==> src/rtl/demux_pkg.sv <==
// Shared definitions for the buffered 1-to-2 demultiplexer.
package demux_pkg;

  localparam int unsigned DEFAULT_WIDTH = 16;

  typedef logic [DEFAULT_WIDTH-1:0] word_t;

  typedef enum logic {
    SEL_OUT0 = 1'b0,
    SEL_OUT1 = 1'b1
  } sel_e;

endpackage

==> src/rtl/demux_fifo.sv <==
// Per-output FIFO: registered storage, head/tail pointers and occupancy count.
module demux_fifo #(
  parameter int unsigned WIDTH = 16,
  parameter int unsigned DEPTH = 2
) (
  input  logic                     clk,
  input  logic                     rst_n,
  input  logic                     push,
  input  logic [WIDTH-1:0]         push_data,
  output logic                     full,
  input  logic                     pop,
  output logic [WIDTH-1:0]         head_data,
  output logic                     empty,
  output logic [$clog2(DEPTH):0]   count
);

  localparam int unsigned PW = $clog2(DEPTH);
  localparam int unsigned CW = PW + 1;
  localparam logic [PW-1:0] PTR_ONE = PW'(1);
  localparam logic [CW-1:0] CNT_ONE = CW'(1);
  localparam logic [CW-1:0] CNT_FULL = CW'(DEPTH);

  logic [WIDTH-1:0] mem_q [DEPTH];
  logic [WIDTH-1:0] mem_d [DEPTH];
  logic [PW-1:0]    head_q, head_d;
  logic [PW-1:0]    tail_q, tail_d;
  logic [CW-1:0]    count_q, count_d;
  logic             do_push, do_pop;

  assign full      = (count_q == CNT_FULL);
  assign empty     = (count_q == '0);
  assign count     = count_q;
  assign head_data = mem_q[head_q];

  always_comb begin
    mem_d   = mem_q;
    head_d  = head_q;
    tail_d  = tail_q;
    count_d = count_q;
    // Full/empty come from registered count, so a same-cycle pop never frees a slot for a push.
    do_push = push && !full;
    do_pop  = pop && !empty;
    if (do_push) begin
      mem_d[tail_q] = push_data;
      tail_d        = tail_q + PTR_ONE;
    end
    if (do_pop) begin
      head_d = head_q + PTR_ONE;
    end
    case ({do_push, do_pop})
      2'b10:   count_d = count_q + CNT_ONE;
      2'b01:   count_d = count_q - CNT_ONE;
      default: count_d = count_q;
    endcase
  end

  always_ff @(posedge clk or negedge rst_n) begin
    if (!rst_n) begin
      mem_q   <= '{default: '0};
      head_q  <= '0;
      tail_q  <= '0;
      count_q <= '0;
    end else begin
      mem_q   <= mem_d;
      head_q  <= head_d;
      tail_q  <= tail_d;
      count_q <= count_d;
    end
  end

endmodule

==> src/rtl/demux_buffered.sv <==
// Buffered 1-to-2 demultiplexer: steers each accepted word into one of two
// independent FIFOs by in_select; a stalled output only blocks its own side.
module demux_buffered
  import demux_pkg::*;
#(
  parameter int unsigned WIDTH = DEFAULT_WIDTH,
  parameter int unsigned DEPTH = 2
) (
  input  logic                   clk,
  input  logic                   rst_n,
  input  logic [WIDTH-1:0]       in_data,
  input  logic                   in_select,
  input  logic                   in_valid,
  output logic                   in_ready,
  output logic [WIDTH-1:0]       out0_data,
  output logic                   out0_valid,
  input  logic                   out0_ready,
  output logic [WIDTH-1:0]       out1_data,
  output logic                   out1_valid,
  input  logic                   out1_ready,
  output logic [$clog2(DEPTH):0] out0_count,
  output logic [$clog2(DEPTH):0] out1_count
);

  logic full0, full1;
  logic empty0, empty1;
  logic push0, push1;
  logic accept;

  // in_ready depends only on in_select and registered occupancy.
  assign in_ready = (in_select == SEL_OUT1) ? !full1 : !full0;
  assign accept   = in_valid && in_ready;
  assign push0    = accept && (in_select == SEL_OUT0);
  assign push1    = accept && (in_select == SEL_OUT1);

  assign out0_valid = !empty0;
  assign out1_valid = !empty1;

  demux_fifo #(
    .WIDTH (WIDTH),
    .DEPTH (DEPTH)
  ) u_fifo0 (
    .clk       (clk),
    .rst_n     (rst_n),
    .push      (push0),
    .push_data (in_data),
    .full      (full0),
    .pop       (out0_ready),
    .head_data (out0_data),
    .empty     (empty0),
    .count     (out0_count)
  );

  demux_fifo #(
    .WIDTH (WIDTH),
    .DEPTH (DEPTH)
  ) u_fifo1 (
    .clk       (clk),
    .rst_n     (rst_n),
    .push      (push1),
    .push_data (in_data),
    .full      (full1),
    .pop       (out1_ready),
    .head_data (out1_data),
    .empty     (empty1),
    .count     (out1_count)
  );

endmodule

==> config.mk <==
export PLATFORM = sky130hd
export DESIGN_NAME = demux_buffered
export DESIGN_NICKNAME = d
export VERILOG_FILES = /design/src/rtl/demux_pkg.sv /design/src/rtl/demux_fifo.sv /design/src/rtl/demux_buffered.sv
export SDC_FILE = /design/constraint.sdc
export NUM_CORES = 1
export LEC_CHECK = 0
export ABC_AREA = 1
export CAP_MARGIN = 15
export CELL_PAD_IN_SITES_DETAIL_PLACEMENT = 0
export CELL_PAD_IN_SITES_GLOBAL_PLACEMENT = 1
export CORE_MARGIN = 8
export CORE_UTILIZATION = 42
export DETAILED_ROUTE_END_ITERATION = 10
export GPL_TIMING_DRIVEN = 0
export PLACE_DENSITY = 0.82
export SLEW_MARGIN = 5
export SYNTH_ARGS = -nofsm -noshare
export SYNTH_HDL_FRONTEND = slang
export SYNTH_SLANG_ARGS = --single-unit
==> constraint.sdc <==
create_clock -name clk -period 2.5 [get_ports clk]
set_clock_uncertainty 0.15 [all_clocks]
set_input_delay 0.5 -clock clk [delete_from_list [all_inputs] [get_ports clk]]
set_output_delay 0.5 -clock clk [all_outputs]
set_load 0.02 [all_outputs]
Word-level counts from Yosys, hierarchy flattened
Cells that the tools add are included.
{ "totals": {"latch_bits": 0, "output_inout_bits": 39, "mem_count": 0, "romBits": 0, "ram_bits": 0, "reg_bits": 72, "inputBits": 22, "word_cells": 67} }
{ "op_classes": {"n_reduce_logical": 17, "add_sub_neg": 8, "div_mod_pow": 0, "n_lt_le_gt_ge": 6, "mux": 15, "bitwise_logic": 5, "shift": 0, "multipliers": 0, "eq_ne": 6} }
{ "ops": {"columns": ["op", "n"], "rows": [
  ["$mux W16", 8],
  ["$bwmux W32", 2],
  ["$demux W16 S1", 2],
  ["$logic_and A1 B1 Y1", 9],
  ["$eq A2 B2 Y1 const B", 4],
  ["$ge A2 B2 Y1 const B", 4],
  ["$not A1 Y2", 4],
  ["$pmux W2 S2", 2],
  ["$add A1 B1 Y1 const B", 4],
  ["$add A2 B1 Y2 const B", 2],
  ["$eq A2 B1 Y1 const B", 2],
  ["$logic_not A1 Y1", 4],
  ["$logic_not A2 Y1", 2],
  ["$lt A2 B1 Y1 const B", 2],
  ["$reduce_bool A2 Y1", 2],
  ["$sub A2 B1 Y2 const B", 2],
  ["$mux W1", 1],
  ["$not A1 Y1", 1]
]} }

Depth between registers and ports, before layout
{ "depth": {"ltp_word": 8, "ltp_mapped": 9, "depth_no_buf": 9} }

By module
From an unflattened synthesis, not the netlist that was laid out.
{ "hier_totals": {"hier_cells": 457, "area_unflattened_um2": 3619.7} }
{ "by_module_without_submodules": {"columns": ["module", "n_inst", "area_each_um2", "cells_per_inst", "seq_area_each_um2"], "rows": [
  ["demux_fifo", 2, 1786.7, 223, 900.9],
  ["demux_buffered", 1, 46.3, 11, 0.0]
]} }

Least setup slack after synthesis
Ideal clock, no wire load.
{ "synth_path": {"path_kind": "reg-to-reg", "from": "register u_fifo0.count_q[0] (netlist: u_fifo0.count[0])", "to": "register u_fifo0.count_q[1] (netlist: u_fifo0.count[1])", "arrival_ps": 1513, "slack_ps": 714, "n_path_buf": 0, "synth_period_minus_slack_ps": 1786, "required_time_ps": 2227, "setup_time_ps": 123, "path_stages_with_launch": 9, "cell_sequence": "dfrtp_1 > inv_1 > nand2_1 > nand2_1 > inv_1 > ha_1 > inv_1 > nand3_1 > xor2_1"} }
{ "synth_between": {"word_cells_on_any_way": 15, "classes_between": "add/sub (2); eq/ne (3); mux (2); reduce/logical (8)"} }
{ "synth_lines": {"columns": ["item", "line", "source"], "rows": [
  ["start: declaration", "demux_fifo.sv:27", "logic [CW-1:0] count_q, count_d;"],
  ["start signal: assignment", "demux_fifo.sv:67", "count_q <= count_d;"],
  ["$logic_not A2 Y1 *", "demux_fifo.sv:31", "assign empty = (count_q == '0);"],
  ["$logic_not A1 Y1 *", null, null],
  ["named net out0_valid", "demux_buffered.sv:16", "output logic out0_valid,"],
  ["$logic_and A1 B1 Y1 *", "demux_fifo.sv:42", "do_pop = pop && !empty;"],
  ["named net u_fifo0.do_pop", "demux_fifo.sv:28", "logic do_push, do_pop;"],
  ["$eq A2 B1 Y1 or $eq A2 B2 Y1 (tied branches)", "demux_fifo.sv:50", "case ({do_push, do_pop})"],
  ["$pmux W2 S2 or $reduce_bool A2 Y1 (tied branches)", null, null]
]} }
Mark *: on every way through the listed nets, which the timed path passes. The rest lies on a longest branch.
A chain may end at the register's enable or synchronous reset.

Worst setup path in the final report
{ "layout_path": {"from": "register u_fifo0.head_q", "to": "output out0_data[14]"} }
{ "layout_between": {"elab_chain_cells": 4} }
{ "layout_rtl": {"columns": ["item", "line", "source"], "rows": [
  ["start: declaration", "demux_fifo.sv:25", "logic [PW-1:0] head_q, head_d;"],
  ["start signal: assignment", "demux_fifo.sv:60", "head_q <= '0;"],
  ["start signal: assignment", "demux_fifo.sv:65", "head_q <= head_d;"],
  ["$not A1 Y2 (not written as such)", "demux_fifo.sv:33", "assign head_data = mem_q[head_q];"],
  ["$mux W16 (not written as such) (3 in series)", "demux_fifo.sv:33", null],
  ["end: declaration", "demux_buffered.sv:15", "output logic [WIDTH-1:0] out0_data,"]
]} }
No other way between the ends. The select of a mux whose other input is x is not followed.

==> flow_metrics.tcl <==
set metrics [dict create \
    sw_frac_of_total 0.455 \
    clkSlewWorstSetupHoldPaths_ns 0.08 \
    maxCapViolations 0 \
    pwr-share-clk 0.149 \
    p_sw_mw 2.71 \
    core-area_sq_mm 0.00813 \
    drive_gt1_frac 0.107 \
    dp.cells 603 \
    rows 33 \
    nets 534 \
    vias_per_cell 5.17 \
    initial_utilization 0.429 \
    synth_nets 462 \
    synth_cell_type_count 17 \
    netlist_area_sq_mm 0.00349 \
    pin_count 61 \
    critPathMaxFanout 8 \
    worstMarginPinSlew_ns 0.504 \
    place_hpwl_mm 6.97 \
    status "finished clean" \
    p_leak_nw 2.40 \
    layout_commonest_cell "nand2_1" \
    cts_buffers 9 \
    drt_iter0_markers 155 \
    cp.required_ns 1.85 \
    met1_usage 0.254 \
    finish.utilization 0.543 \
    die_w_um 107 \
    path_class "flip-flop to output port" \
    relSlewSlack 0.664 \
    hold_depth 2 \
    ant_nets 0 \
    hold_viol 0 \
    p_comb_frac 0.515 \
    io_buffers 59 \
    syn_area_per_cell_sq_um 7.96 \
    diodes 0 \
    die_area_sq_mm 0.0115 \
    antenna_found_initial 0 \
    clock-root-buffer "clkbuf_8" \
    post_cts_buffers 0 \
    final_cell_mix "nand2_1 (240), dfrtp_1 (72), nand4_1 (64), clkdlybuf4s50_1 (33), dlygate4sd2_1 (22)" \
    min_period_ns 2.41 \
    clock-sinks 72 \
    grt_pass1_wl_mm 16.6 \
    wire_per_inst_um 16.1 \
    synthToLayoutAreaGrowth_pct 26.6 \
    clk_path_buf_depth 2 \
    synthCells 438 \
    end_kind "output port" \
    grt_max_degree 38 \
    reg2reg_depth 7 \
    use_met3 0.0342 \
    setup_violations 0 \
    yosysSeqAreaShare 0.516 \
    tritoncts "yes" \
    grt_pass1_vias 3239 \
    finalPower_mw 5.97 \
    grt.overflow.total 0 \
    cp_data_arrival_time_ns 1.76 \
    dr_total_vias 3205 \
    die_h_um 107 \
    ys_seq_elements 72 \
    worstSetupStartpointType "flip-flop" \
    use_met2 0.275 \
    final_cells 620 \
    internal_power_mw 3.25 \
    routed_wl_mm 9.99 \
    clk_latency_ns 0.35 \
    grt.busiest_layer "met2" \
    p_per_area_mw_per_mm2 1350 \
    yosys_warnings 0 \
    hp-class "flip-flop to flip-flop" \
    fillerInstances 797 \
    fmax_mhz 415 \
    p_seq_frac 0.337 \
    final.period_utilization 0.963 \
    ir_worst_vdd_mv 0.528 \
    drv_slew 0 \
    rsz0062_at_grt "false" \
    drc 0 \
    drtPass1Iterations 4 \
    gp_congestion 0.783 \
    track_usage 0.180 \
    htree_num_levels 3 \
]
-- registers in the layout, summed over array words and instances (netlist names) --
| register | cells |
|---|---|
| u_fifo0.mem_q | 32 |
| u_fifo1.mem_q | 32 |
| u_fifo0.count | 2 |
| u_fifo1.count | 2 |
| u_fifo0.head_q | 1 |
| u_fifo0.tail_q | 1 |
| u_fifo1.head_q | 1 |
| u_fifo1.tail_q | 1 |
-- power groups by stage --
stage | combinational (mW) | clock [mW] | sequential, mW
floorplan | 1.92 | 0 | 2.00
detailed placement | 3.25 | 0 | 2.02
CTS | 3.11 | 0.905 | 2.00
finish | 3.07 | 0.887 | 2.01
global route | 3.43 | 0.948 | 2.08
global placement | 3.21 | 0 | 2.01
-- stage by stage --
stage / hold slack [ns] / area, sq um / setup slack (ns) / setup TNS [ns]
after floorplan: 0.0544 / 3490 / 0.714 / 0
after global placement: 0.313 / 4210 / -1.84 / -132.23
after detailed placement: 0.316 / 4230 / -0.285 / -0.285
after CTS: 0.337 / 4410 / 0.0171 / 0
after global routing: 0.355 / 4420 / 0.00840 / 0
final: 0.335 / 4420 / 0.0917 / 0
-- logic make-up (layout without fill, tap and decap cells) --
group	Yosys count	in the layout	share of synthesized area
AND/OR/NAND/NOR	311	311	0.392
flip-flops	72	72	0.516
buffers and inverters	45	122	0.0621
XOR/XNOR	6	6	0.0151
adder cells (fa/ha/maj)	2	2	0.00717
AO/OA/AOI/OAI	2	2	0.00718
-- worst paths after layout --
check,start,end,slack (ns)
setup / recovery,u_fifo0.head_q$_DFFE_PN0P_,out0_data[14],0.09
hold / removal,u_fifo0.mem_q[6]$_DFFE_PN0P_,u_fifo0.mem_q[6]$_DFFE_PN0P_,0.34
setup reg to reg,u_fifo0.count[0]$_DFFE_PN0P_,u_fifo0.count[1]$_DFFE_PN0P_,0.65
hold reg to reg,u_fifo0.mem_q[6]$_DFFE_PN0P_,u_fifo0.mem_q[6]$_DFFE_PN0P_,0.34
max in group asynchronous,rst_n,u_fifo0.mem_q[30]$_DFFE_PN0P_,1.14
min in group asynchronous,rst_n,u_fifo0.mem_q[1]$_DFFE_PN0P_,0.50
-- critical path, stage by stage (launching register included) --
cell,delay [ns]
dfrtp_1,0.36
buf_2,0.19
inv_4,0.12
nand2_1,0.06
nand2_1,0.07
clkdlybuf4s50_1,0.62
-- per-layer routing --
layer	share of wire	vias to the layer above
met1	0.47	1524
met5	0	-
li1	-	1572
met4	0.0068	0
met2	0.46	100
met3	0.060	9
-- Yosys cell counts --
| cell | instances | area share |
|---|---|---|
| clkbuf_1 | 8 | 0.0086 |
| dfrtp_1 | 72 | 0.52 |
| inv_1 | 9 | 0.0097 |
| clkinv_1 | 2 | 0.0022 |
| nand3_1 | 2 | 0.0029 |
| a21oi_2 | 1 | 0.0025 |
| nand2_1 | 240 | 0.26 |
| a21oi_4 | 1 | 0.0047 |
| xor2_1 | 4 | 0.010 |
| buf_2 | 14 | 0.020 |
| nand4_1 | 64 | 0.11 |
| or2_2 | 1 | 0.0018 |
| inv_2 | 4 | 0.0043 |
| nand4_2 | 4 | 0.014 |
| buf_4 | 8 | 0.017 |
| ha_1 | 2 | 0.0072 |
| xnor2_1 | 2 | 0.0050 |
-- final cells by class --
class,count,area [sq um],share of cell area
clock buffers,9,124,0.0280
flip-flops and latches,72,1800,0.408
multi-input cells,321,1470,0.333
repair buffers,61,596,0.135
plain buffers,30,173,0.0391
well taps,105,131,0.0297
inverters,15,60.1,0.0136
clock inverters,7,61.3,0.0139
-- what timing repair did --
item	4_1_cts	5_1_grt
gates resized for setup	32	3
endpoints found under the hold margin	35	0
setup endpoints to repair	33	4
hold buffers	1	0
Note: power is estimated with default switching activity, not from simulation.
